[config.mk]
export PLATFORM = sky130hd
export DESIGN_NAME = ssd_scan_decoder
export DESIGN_NICKNAME = d
export VERILOG_FILES = /design/src/rtl/ssd_scan_decoder.sv
export SDC_FILE = /design/constraint.sdc
export NUM_CORES = 1
export LEC_CHECK = 0
export ABC_AREA = 1
export CAP_MARGIN = 25
export CORE_UTILIZATION = 50
export CTS_CLUSTER_DIAMETER = 60
export DETAILED_ROUTE_END_ITERATION = 7
export PLACE_DENSITY = 0.72
export SLEW_MARGIN = 20
export SYNTH_ARGS = -nofsm -noshare
export SYNTH_HDL_FRONTEND = slang
export SYNTH_SLANG_ARGS = --single-unit
[constraint.sdc]
create_clock -name clk -period 4.9 [get_ports clk]
set_clock_uncertainty 0.1 [all_clocks]
set_input_delay 1.47 -clock clk [delete_from_list [all_inputs] [get_ports clk]]
set_output_delay 1.47 -clock clk [all_outputs]
set_load 0.02 [all_outputs]
[src/rtl/ssd_scan_decoder.sv]
// ssd_scan_decoder
//
// Passive monitor for the 8-digit multiplexed seven-segment bus of the game
// timer. It waits for each digit's anode to dwell long enough to be trusted,
// samples the cathodes once, and decodes the segment pattern back to BCD.
// Once all eight digits have been captured, it reports a frame. It also
// converts the current time (digits 3..0) and the best time (digits 7..4)
// to binary tenths of a second.
//
// Ports:
//   clk           system clock (100 MHz)
//   rst           asynchronous reset, active low
//   An            anodes, active-low one-cold; An[7-i] low selects digit i
//   SSD_CATHODES  {Ca,Cb,Cc,Cd,Ce,Cf,Cg,Dp}, active low
//   clear         synchronous clear of all captured state
//   digits        BCD nibbles, digits[4i+3:4i] = digit i
//   dp_mask       decimal point lit on digit i at its last sample
//   digit_valid   sticky, digit i captured since reset/clear
//   frame_done    one-cycle pulse after all 8 digits captured in a frame
//   cur_tenths    binary value of digits 3..0, updated with frame_done
//   best_tenths   binary value of digits 7..4, updated with frame_done
//   seg_err       one-cycle pulse, sampled pattern is not a decimal digit
//   err_digit     digit index of the most recent seg_err
//   anode_err     high every cycle the registered anodes are illegal
//
// SETTLE_CYCLES: the number of consecutive cycles a legal anode pattern must
// be stable before the cathodes are sampled. The legal range is 2..65535.

module ssd_scan_decoder #(
  parameter int SETTLE_CYCLES = 16
) (
  input  logic        clk,
  input  logic        rst,
  input  logic [7:0]  An,
  input  logic [7:0]  SSD_CATHODES,
  input  logic        clear,
  output logic [31:0] digits,
  output logic [7:0]  dp_mask,
  output logic [7:0]  digit_valid,
  output logic        frame_done,
  output logic [13:0] cur_tenths,
  output logic [13:0] best_tenths,
  output logic        seg_err,
  output logic [2:0]  err_digit,
  output logic        anode_err
);

  localparam logic [15:0] SAMPLE_AT = 16'(SETTLE_CYCLES - 1);

  logic [7:0]  An_r;
  logic [7:0]  C_r;
  logic [15:0] settle_cnt;
  logic [7:0]  seen;

  logic        an_legal;
  logic        an_blank;
  logic [2:0]  an_idx;
  logic        an_changed;
  logic        sample_now;
  logic [3:0]  dec_val;
  logic        dec_ok;

  // Input stage. An_r resets to all-high, which means no digit is selected.
  // This keeps anode_err quiet during reset. It also guarantees that the first
  // latched legal pattern looks like a change, so the full settle count is
  // needed after reset even if the display kept driving the same digit.
  always_ff @(posedge clk or negedge rst) begin
    if (!rst) begin
      An_r <= 8'hFF;
      C_r  <= 8'h00;
    end else begin
      An_r <= An;
      C_r  <= SSD_CATHODES;
    end
  end

  // Classify the registered anodes. Exactly one low bit selects a digit, and
  // all high is a blanking gap. Every other pattern is a bus fault.
  always_comb begin
    an_legal = 1'b0;
    an_idx   = 3'd0;
    for (int i = 0; i < 8; i++) begin
      if (An_r == ~(8'd1 << i)) begin
        an_legal = 1'b1;
        an_idx   = 3'(7 - i);
      end
    end
  end

  assign an_blank   = (An_r == 8'hFF);
  assign anode_err  = !an_legal && !an_blank;
  assign an_changed = (An != An_r);

  // The dwell counter restarts whenever the latched anodes are about to take
  // a new value, whenever they are not a legal selection, and on clear.
  // It saturates instead of wrapping. This way a very long dwell can never
  // pass SAMPLE_AT a second time.
  always_ff @(posedge clk or negedge rst) begin
    if (!rst) begin
      settle_cnt <= 16'd0;
    end else if (clear || an_changed || !an_legal) begin
      settle_cnt <= 16'd0;
    end else if (settle_cnt != 16'hFFFF) begin
      settle_cnt <= settle_cnt + 16'd1;
    end
  end

  assign sample_now = an_legal && (settle_cnt == SAMPLE_AT) && !clear;

  // Segment decode of {Ca..Cg}. Each bit is 0 when its segment is lit.
  always_comb begin
    dec_ok  = 1'b1;
    dec_val = 4'd0;
    case (C_r[7:1])
      7'b0000001: dec_val = 4'd0;
      7'b1001111: dec_val = 4'd1;
      7'b0010010: dec_val = 4'd2;
      7'b0000110: dec_val = 4'd3;
      7'b1001100: dec_val = 4'd4;
      7'b0100100: dec_val = 4'd5;
      7'b0100000: dec_val = 4'd6;
      7'b0001111: dec_val = 4'd7;
      7'b0000000: dec_val = 4'd8;
      7'b0000100: dec_val = 4'd9;
      default:    dec_ok  = 1'b0;
    endcase
  end

  function automatic logic [13:0] bcd_to_bin(input logic [15:0] bcd);
    return 14'(bcd[15:12]) * 14'd1000 + 14'(bcd[11:8]) * 14'd100
         + 14'(bcd[7:4]) * 14'd10 + 14'(bcd[3:0]);
  endfunction

  // Capture state. Clear wins over any sample or frame completion in the same
  // cycle. A frame completes one cycle after the seen mask fills. The binary
  // times are then computed from the nibbles of that completed frame.
  always_ff @(posedge clk or negedge rst) begin
    if (!rst) begin
      digits      <= 32'd0;
      dp_mask     <= 8'd0;
      digit_valid <= 8'd0;
      seen        <= 8'd0;
      frame_done  <= 1'b0;
      cur_tenths  <= 14'd0;
      best_tenths <= 14'd0;
      seg_err     <= 1'b0;
      err_digit   <= 3'd0;
    end else begin
      frame_done <= 1'b0;
      seg_err    <= 1'b0;
      if (clear) begin
        digits      <= 32'd0;
        dp_mask     <= 8'd0;
        digit_valid <= 8'd0;
        seen        <= 8'd0;
        cur_tenths  <= 14'd0;
        best_tenths <= 14'd0;
      end else begin
        if (seen == 8'hFF) begin
          frame_done  <= 1'b1;
          seen        <= 8'd0;
          cur_tenths  <= bcd_to_bin(digits[15:0]);
          best_tenths <= bcd_to_bin(digits[31:16]);
        end
        if (sample_now) begin
          if (dec_ok) begin
            digits[{an_idx, 2'b00} +: 4] <= dec_val;
            dp_mask[an_idx]              <= ~C_r[0];
            digit_valid[an_idx]          <= 1'b1;
            seen[an_idx]                 <= 1'b1;
          end else begin
            seg_err   <= 1'b1;
            err_digit <= an_idx;
          end
        end
      end
    end
  end

endmodule

==> metrics.md, run 1 <==
| Metric | Value |
|---|---|
| Fillers | 1470 |
| Setup Buffers After CTS | 0 |
| Normalized max-slew margin | 0.540 |
| Initial core utilization | 0.510 |
| Die span in y | 134 um |
| Diodes inserted | 0 |
| Cell-internal power | 0.00181 W |
| Cts bufs inserted | 17 |
| Dominant cells by area after synthesis | sky130_fd_sc_hd__dfrtp_1 32%, sky130_fd_sc_hd__ha_1 15%, sky130_fd_sc_hd__nand2_1 8.2% |
| Detailed placer's ending HPWL | 14900 um |
| Routed WL per cell | 14.2 um |
| Overall die area | 0.0180 sq mm |
| Maximum fanout encountered on the critical timing path | 6 |
| Total nets after synthesis | 1164 |
| Endpoint arrival time on the critical path | 4.77 ns |
| Total I/O pin count | 101 |
| DRT Pass-1 Iters | 5 |
| Proportion of synthesized chip area in sequential cells | 0.347 |
| Via count of the first global-routing pass | 6781 |
| H-tree lvl count | 4 |
| Gp weighted congestion | 0.890 |
| Vias | 7086 |
| Initial antenna violation count | 0 |
| Clock transition at the registers of the reported paths | 0.05 ns |
| First DRT Iteration DRCs | 310 |
| Share of the clock period used by the worst path | 0.930 |
| Area taken by flip-flops and latches | 0.00304 sq mm |
| Longest Clk Path Bufs | 2 |
| Synth cell count leaders | 191 x sky130_fd_sc_hd__nand2_1, 145 x sky130_fd_sc_hd__inv_1, 113 x sky130_fd_sc_hd__dfrtp_1 |
| Crit. End Element | register |
| IR Drop Worst-Case VDD | 0.000291 V |
| Layout cell share with drive strength beyond 1 | 0.0893 |
| Power share of the combinational group | 0.045 |
| Gate count after technology mapping | 1005 |
| Share of total power in the clock network | 0.518 |
| Hold Vio Cnt, Final | 0 |
| Routed WL | 19300 um |
| Power after layout | 0.00233 W |
| Number of library cell types mapped by synthesis | 53 |
| Global-route total usage across every layer | 0.229 |
| Count of nets after finishing | 1277 |
| Total of warnings raised by yosys | 0 |
| Slew @ Worst Pin | 0.687 ns |
| Cell row count | 48 |
| Number of routed nets with antenna violations | 0 |
| Biggest area consumer among synthesized cells | sky130_fd_sc_hd__dfrtp_1 |
| Most numerous cell in the Yosys netlist | sky130_fd_sc_hd__nand2_1 |
| Seq cells post-synth | 121 |
| Die X | 134 um |
| First-pass GRT wire length | 32500 um |
| Cell area after synthesis | 0.00875 sq mm |
| Net Sw Frac | 0.221 |
| Register share of total power | 0.437 |
| Path category of the worst min-delay check | reg2reg |
| DR vias/cell | 5.23 |
| GR Overflow Total | 0 |
| Fmax | 0.219 GHz |
| TritonCTS sink count | 121 |
| Outcome | finished clean |
| Crit path kind | reg2reg |
| CTS Root Cell | sky130_fd_sc_hd__clkbuf_16 |
| Core ar. | 0.0172 sq mm |
| Setup TNS after final layout | 0 ns |
| Asr flop ratio synth | 1.00 |
| Clock tree from TritonCTS | built |
| Count of maximum capacitance violations | 0 |
| Net load switching power | 0.000513 W |
| Worst-Skew Late Latency | 0.42 ns |
| Synthesized area per cell | 8.71 sq um |
| Post-route DRC | 0 |
| Required time of the worst setup path | 5.11 ns |
| Leakage dissipation | 5.42 nW |
| Area of the multi-input gates | 0.00509 sq mm |
| Count of flip-flops with a built-in enable after synthesis | 0 |
| Count of buffers from port buffering | 100 |
| Unrepaired setup endpoints after global routing | no |
| Critical Path Start Type | register |
| Power per Cell Area | 219 mW/mm^2 |
| Area fraction of the dominant cell type after synthesis | 0.323 |
| Final setup violation count | 0 |
| Number of max-slew violations in the final report | 0 |
| Area growth from synthesis to layout | 21.2% |
| Tmin final | 4.56 ns |
| Main flop type after synthesis | sky130_fd_sc_hd__dfrtp_1 |
| Largest net degree at the start of global routing | 54 |
[timing repair]
action / CTS / global route
hold buffers: 0 / 0
endpoints found under the setup margin: 0 / 1
resized for setup: 0 / 1
[power groups by stage]
stage	clock, W	combinational [W]	sequential [W]
4_1_cts	0.00123	0.000106	0.00102
3_3_place_gp	0	0.000104	0.00104
6_report	0.00121	0.000104	0.00102
2_1_floorplan	0	0.0000517	0.00103
5_1_grt	0.00127	0.000117	0.00102
3_5_place_dp	0	0.000106	0.00104
[state kept, by name, indices dropped and copies added (netlist names), 3 cells and up]
register / count
An_r: 8
C_r: 8
best_tenths: 14
cur_tenths: 14
digit_valid: 8
digits: 32
dp_mask: 8
err_digit: 3
seen: 8
settle_cnt: 16
[critical path: stages (launching register included)]
cell and delay (ns):
sky130_fd_sc_hd__dfrtp_1 0.46, sky130_fd_sc_hd__fa_1 0.62, sky130_fd_sc_hd__inv_1 0.10, sky130_fd_sc_hd__fa_1 0.50, sky130_fd_sc_hd__inv_1 0.04, sky130_fd_sc_hd__ha_1 0.34
sky130_fd_sc_hd__a21oi_1 0.15, sky130_fd_sc_hd__nand2_1 0.09, sky130_fd_sc_hd__xnor2_1 0.15, sky130_fd_sc_hd__inv_1 0.06, sky130_fd_sc_hd__ha_1 0.29, sky130_fd_sc_hd__ha_1 0.30
sky130_fd_sc_hd__ha_1 0.36, sky130_fd_sc_hd__nand2_1 0.06, sky130_fd_sc_hd__o21ai_0 0.21, sky130_fd_sc_hd__nand2_1 0.10, sky130_fd_sc_hd__nand2_1 0.07, sky130_fd_sc_hd__a21oi_1 0.06
sky130_fd_sc_hd__or2_2 0.27, sky130_fd_sc_hd__nand3_1 0.06, sky130_fd_sc_hd__nand2_1 0.05
[cell type report]
type | instances | share of cell area
well taps | 225 | 0.0265
clock inverters | 8 | 0.00908
multi-input cells | 720 | 0.480
inverters | 151 | 0.0536
clock buffers | 24 | 0.0444
flip-flops and latches | 121 | 0.286
repair buffers | 107 | 0.100
[kinds of logic after synthesis]
| family | count (synthesis) | synth area share |
|---|---|---|
| buf+inv | 164 | 0.0716 |
| fa+ha+maj | 140 | 0.229 |
| simple gates | 406 | 0.226 |
| flops | 121 | 0.347 |
| xor+xnor | 29 | 0.0290 |
| compound gates | 145 | 0.0968 |
[metal layers]
layer,GRT usage,routed length (um),share of wire
met1,0.300,8880,0.46
met2,0.383,9250,0.48
met3,0.0423,886,0.046
met4,0.0724,257,0.013
met5,0,0,0
[cells in the final DEF, fill, tap and decap left out, drive strengths merged, types with 6 or more instances in the layout]
master / count
xor2: 10
buf: 8
ha: 106
nand3: 63
nor4: 11
a21oi: 47
dfstp: 8
nor3: 15
clkdlybuf4s50: 99
clkinv: 6
clkbuf: 24
o21ai: 73
a22o: 10
xnor2: 19
nand4: 26
nor2: 80
fa: 34
dfrtp: 113
nand2: 204
inv: 150
[per-stage QoR]
stage | instance area [sq um] | hold WS, ns | std cells | util | setup WS (ns)
after floorplan | 8750 | 0.384 | 1005 | - | 0.497
after global placement | 10000 | 0.362 | 1324 | 0.585 | 0.423
after detailed placement | 10000 | 0.365 | 1324 | 0.585 | 0.312
after CTS | 10600 | 0.384 | 1356 | 0.618 | 0.307
after global routing | 10600 | 0.400 | 1356 | 0.618 | 0.0337
final | 10600 | 0.379 | 1356 | 0.618 | 0.343
[final timing paths]
path	slack [ns]	cells after the start	to	start
setup / recovery	0.34	20	cur_tenths[12]	digits[13]
hold / removal	0.38	2	digit_valid[1]	digit_valid[1]
setup reg to reg	0.34	20	cur_tenths[12]	digits[13]
hold reg to reg	0.38	2	digit_valid[1]	digit_valid[1]
max in group asynchronous	2.94	2	digit_valid[7]	rst
min in group asynchronous	0.99	1	best_tenths[13]	rst
(Power assumes the default switching activity.)
==> inputs of run 2 (changes only) <==
SLEW_MARGIN = 10   (was 20)
==> results of run 2 <==
The final DEF is identical to that of run 1; final timing and power are the same.
==> inputs of run 3 (changes only) <==
ABC_AREA = not set   (was 1)
CAP_MARGIN = 0   (was 25)
==> metrics.md, run 3 <==
| Metric | Value |
|---|---|
| Synthesized area per cell | 9.84 sq um |
| H-tree lvl count | 4 |
| Normalized max-slew margin | 0.403 |
| Dominant cells by area after synthesis | sky130_fd_sc_hd__dfrtp_1 32%, sky130_fd_sc_hd__ha_1 15%, sky130_fd_sc_hd__fa_1 7.7% |
| Fillers | 1468 |
| Number of routed nets with antenna violations | 0 |
| Routed WL | 19200 um |
| Biggest area consumer among synthesized cells | sky130_fd_sc_hd__dfrtp_1 |
| Crit path kind | reg2reg |
| Core ar. | 0.0173 sq mm |
| Global-route total usage across every layer | 0.225 |
| Total nets after synthesis | 1058 |
| R2R Setup Slk | 0.20 ns |
| Die span in y | 135 um |
| Routed WL per cell | 15.5 um |
| Endpoint arrival time on the critical path | 4.95 ns |
| Layout cell share with drive strength beyond 1 | 0.0749 |
| Synth cell count leaders | 113 x sky130_fd_sc_hd__dfrtp_1, 106 x sky130_fd_sc_hd__ha_1, 82 x sky130_fd_sc_hd__inv_1 |
| Cell row count | 48 |
| Largest net degree at the start of global routing | 69 |
| Clock tree from TritonCTS | built |
| Via count of the first global-routing pass | 6379 |
| Proportion of synthesized chip area in sequential cells | 0.343 |
| Longest Clk Path Bufs | 2 |
| Largest registers | digits x32, settle_cnt x16 |
| GR Overflow Total | 0 |
| Instance count along the most critical hold path | 2 |
| Number of cells on the worst reg-to-reg path | 17 |
| DR vias/cell | 5.35 |
| Area fraction of the dominant cell type after synthesis | 0.320 |
| Register share of total power | 0.406 |
| Outcome | finished clean |
| Gp weighted congestion | 0.876 |
| Vias | 6631 |
| Cell area after synthesis | 0.00885 sq mm |
| Initial antenna violation count | 0 |
| CTS Root Cell | sky130_fd_sc_hd__clkbuf_16 |
| Post-route DRC | 0 |
| Number of library cell types mapped by synthesis | 69 |
| Leakage dissipation | 5.27 nW |
| Count of nets after finishing | 1161 |
| Tmin final | 4.70 ns |
| Share of total power in the clock network | 0.558 |
| Diodes inserted | 0 |
| Startpoint of the most critical setup path | digits[29] |
| Number of max-slew violations in the final report | 0 |
| Maximum fanout encountered on the critical timing path | 4 |
| Total of warnings raised by yosys | 0 |
| Fmax | 0.213 GHz |
| Reg-to-reg startpoint | digits[29] |
| Final setup violation count | 0 |
| Post-Layout Cell Count | 1240 |
| Setup TNS after final layout | 0 ns |
| Most common cell after layout, fill and taps aside | sky130_fd_sc_hd__dfrtp_1 |
| Initial core utilization | 0.511 |
| Overall die area | 0.0182 sq mm |
| Most numerous cell in the Yosys netlist | sky130_fd_sc_hd__dfrtp_1 |
| Hold Vio Cnt, Final | 0 |
| Crit. End Element | register |
| Net load switching power | 0.000558 W |
| Count of maximum capacitance violations | 0 |
| Net Sw Frac | 0.221 |
| Die X | 135 um |
| First DRT Iteration DRCs | 279 |
| Power share of the combinational group | 0.035 |
| Largest register by flop count | digits |
| Worst R2R End | best_tenths[13] |
| Count of flip-flops with a built-in enable after synthesis | 0 |
| Total I/O pin count | 101 |
| Gate count after technology mapping | 899 |
| Share of the clock period used by the worst path | 0.960 |
| Seq cells post-synth | 121 |
| First-pass GRT wire length | 32000 um |
| Count of buffers from port buffering | 100 |
| Worst-Skew Late Latency | 0.42 ns |
| Area growth from synthesis to layout | 21.6% |
| Clock transition at the registers of the reported paths | 0.06 ns |
| Commonest cells after routing, fill and taps aside | 112 x sky130_fd_sc_hd__dfrtp_1, 106 x sky130_fd_sc_hd__ha_1, 98 x sky130_fd_sc_hd__clkdlybuf4s50_1 |
| Placed Instances | 1204 |
| # hold bufs at CTS | 0 |
| Startpoint of the worst hold path | seen[4] |
| Cts bufs inserted | 17 |
| Hold EP | seen[4] |
| Power after layout | 0.00252 W |
| Main flop type after synthesis | sky130_fd_sc_hd__dfrtp_1 |
| Slew @ Worst Pin | 0.883 ns |
| IR Drop Worst-Case VDD | 0.000270 V |
| Path category of the worst min-delay check | reg2reg |
| Asr flop ratio synth | 1.00 |
| Critical Path Start Type | register |
| Power per Cell Area | 235 mW/mm^2 |
| TritonCTS sink count | 121 |
| Required time of the worst setup path | 5.15 ns |
| Max reg flops | 32 |
| Cell-internal power | 0.00197 W |
| DRT Pass-1 Iters | 4 |
| Detailed placer's ending HPWL | 14300 um |
==> run 3: cell count changes after synthesis, moves of 15 or more <==
cell / delta
sky130_fd_sc_hd__mux2i_1: +34
sky130_fd_sc_hd__inv_1: -63
sky130_fd_sc_hd__nand2_1: -119
sky130_fd_sc_hd__o21ai_0: -31
sky130_fd_sc_hd__nand3_1: -40
sky130_fd_sc_hd__o21ai_1: -15
sky130_fd_sc_hd__nor3_1: +15
sky130_fd_sc_hd__a21oi_1: +17
sky130_fd_sc_hd__nand2b_1: +26
==> run 3: how the worst max path moves through the flow <==
| stage | end | depth (start not counted) |
|---|---|---|
| detailed placement | best_tenths[13] | 17 |
| CTS | best_tenths[13] | 17 |
| floorplan | best_tenths[13] | 17 |
| finish | best_tenths[13] | 17 |
| global route | best_tenths[13] | 17 |
| global placement | best_tenths[13] | 18 |
==> run 3: power by group through the flow <==
stage	Sequential (W)	Clock (W)	Combinational (W)
global placement	0.00104	0	0.0000893
finish	0.00103	0.00141	0.0000885
global route	0.00103	0.00147	0.0000992
CTS	0.00103	0.00143	0.0000901
floorplan	0.00103	0	0.0000545
detailed placement	0.00104	0	0.0000903
==> run 3: metal layers <==
metal  global-route usage  vias to the layer above  routed length (um)
met5                    0                        -                   0
met4               0.0793                        0                 354
met3               0.0357                       23                 705
met2                0.347                      129                8640
met1                0.320                     3140                9500
li1                     -                     3339                   -
==> run 3: worst max-delay path, stage by stage (launching register included) <==
cell	delay [ns]
sky130_fd_sc_hd__dfrtp_2	0.44
sky130_fd_sc_hd__fa_1	0.56
sky130_fd_sc_hd__inv_1	0.10
sky130_fd_sc_hd__fa_1	0.53
sky130_fd_sc_hd__inv_1	0.05
sky130_fd_sc_hd__ha_1	0.34
sky130_fd_sc_hd__nor2b_1	0.15
sky130_fd_sc_hd__o21ai_1	0.11
sky130_fd_sc_hd__nand2b_1	0.12
sky130_fd_sc_hd__xnor2_2	0.15
sky130_fd_sc_hd__ha_1	0.30
sky130_fd_sc_hd__ha_1	0.30
sky130_fd_sc_hd__ha_1	0.23
sky130_fd_sc_hd__or3_1	0.40
sky130_fd_sc_hd__o31ai_2	0.26
sky130_fd_sc_hd__xnor3_1	0.25
sky130_fd_sc_hd__o21a_1	0.17
sky130_fd_sc_hd__nor2_1	0.08
==> run 3: timing repair <==
item                                    4_1_cts  5_1_grt
endpoints found under the setup margin        0        2
resized for setup                             0        4
setup buffers                                 0        4
==> run 3: area by class of cell <==
type	instances	area [sq um]	share of cell area
Inverter	82	308	0.0286
Multi-Input combinational cell	667	5370	0.500
Clock buffer	19	443	0.0412
Timing Repair Buffer	113	1090	0.101
Sequential cell	121	3040	0.283
Tap cell	225	282	0.0262
Clock inverter	13	218	0.0202
==> run 3: per-stage QoR <==
| stage | util | hold WS, ns | instance area, sq um | setup slack [ns] |
|---|---|---|---|---|
| 3_3_place_gp | 0.581 | 0.392 | 10000 | 0.265 |
| 2_1_floorplan | - | 0.368 | 8850 | 0.354 |
| 6_report | 0.622 | 0.403 | 10800 | 0.195 |
| 4_1_cts | 0.619 | 0.405 | 10700 | 0.0816 |
| 5_1_grt | 0.622 | 0.434 | 10800 | -0.00894 |
| 3_5_place_dp | 0.581 | 0.388 | 10000 | 0.0902 |
==> run 3: kinds of logic after synthesis <==
group                    share of synthesized area
multiplexers                                0.0410
AND/OR/NAND/NOR                              0.170
XOR/XNOR                                    0.0550
flip-flops                                   0.343
buffers and inverters                       0.0508
adder cells (fa/ha/maj)                      0.227
AO/OA/AOI/OAI                                0.113
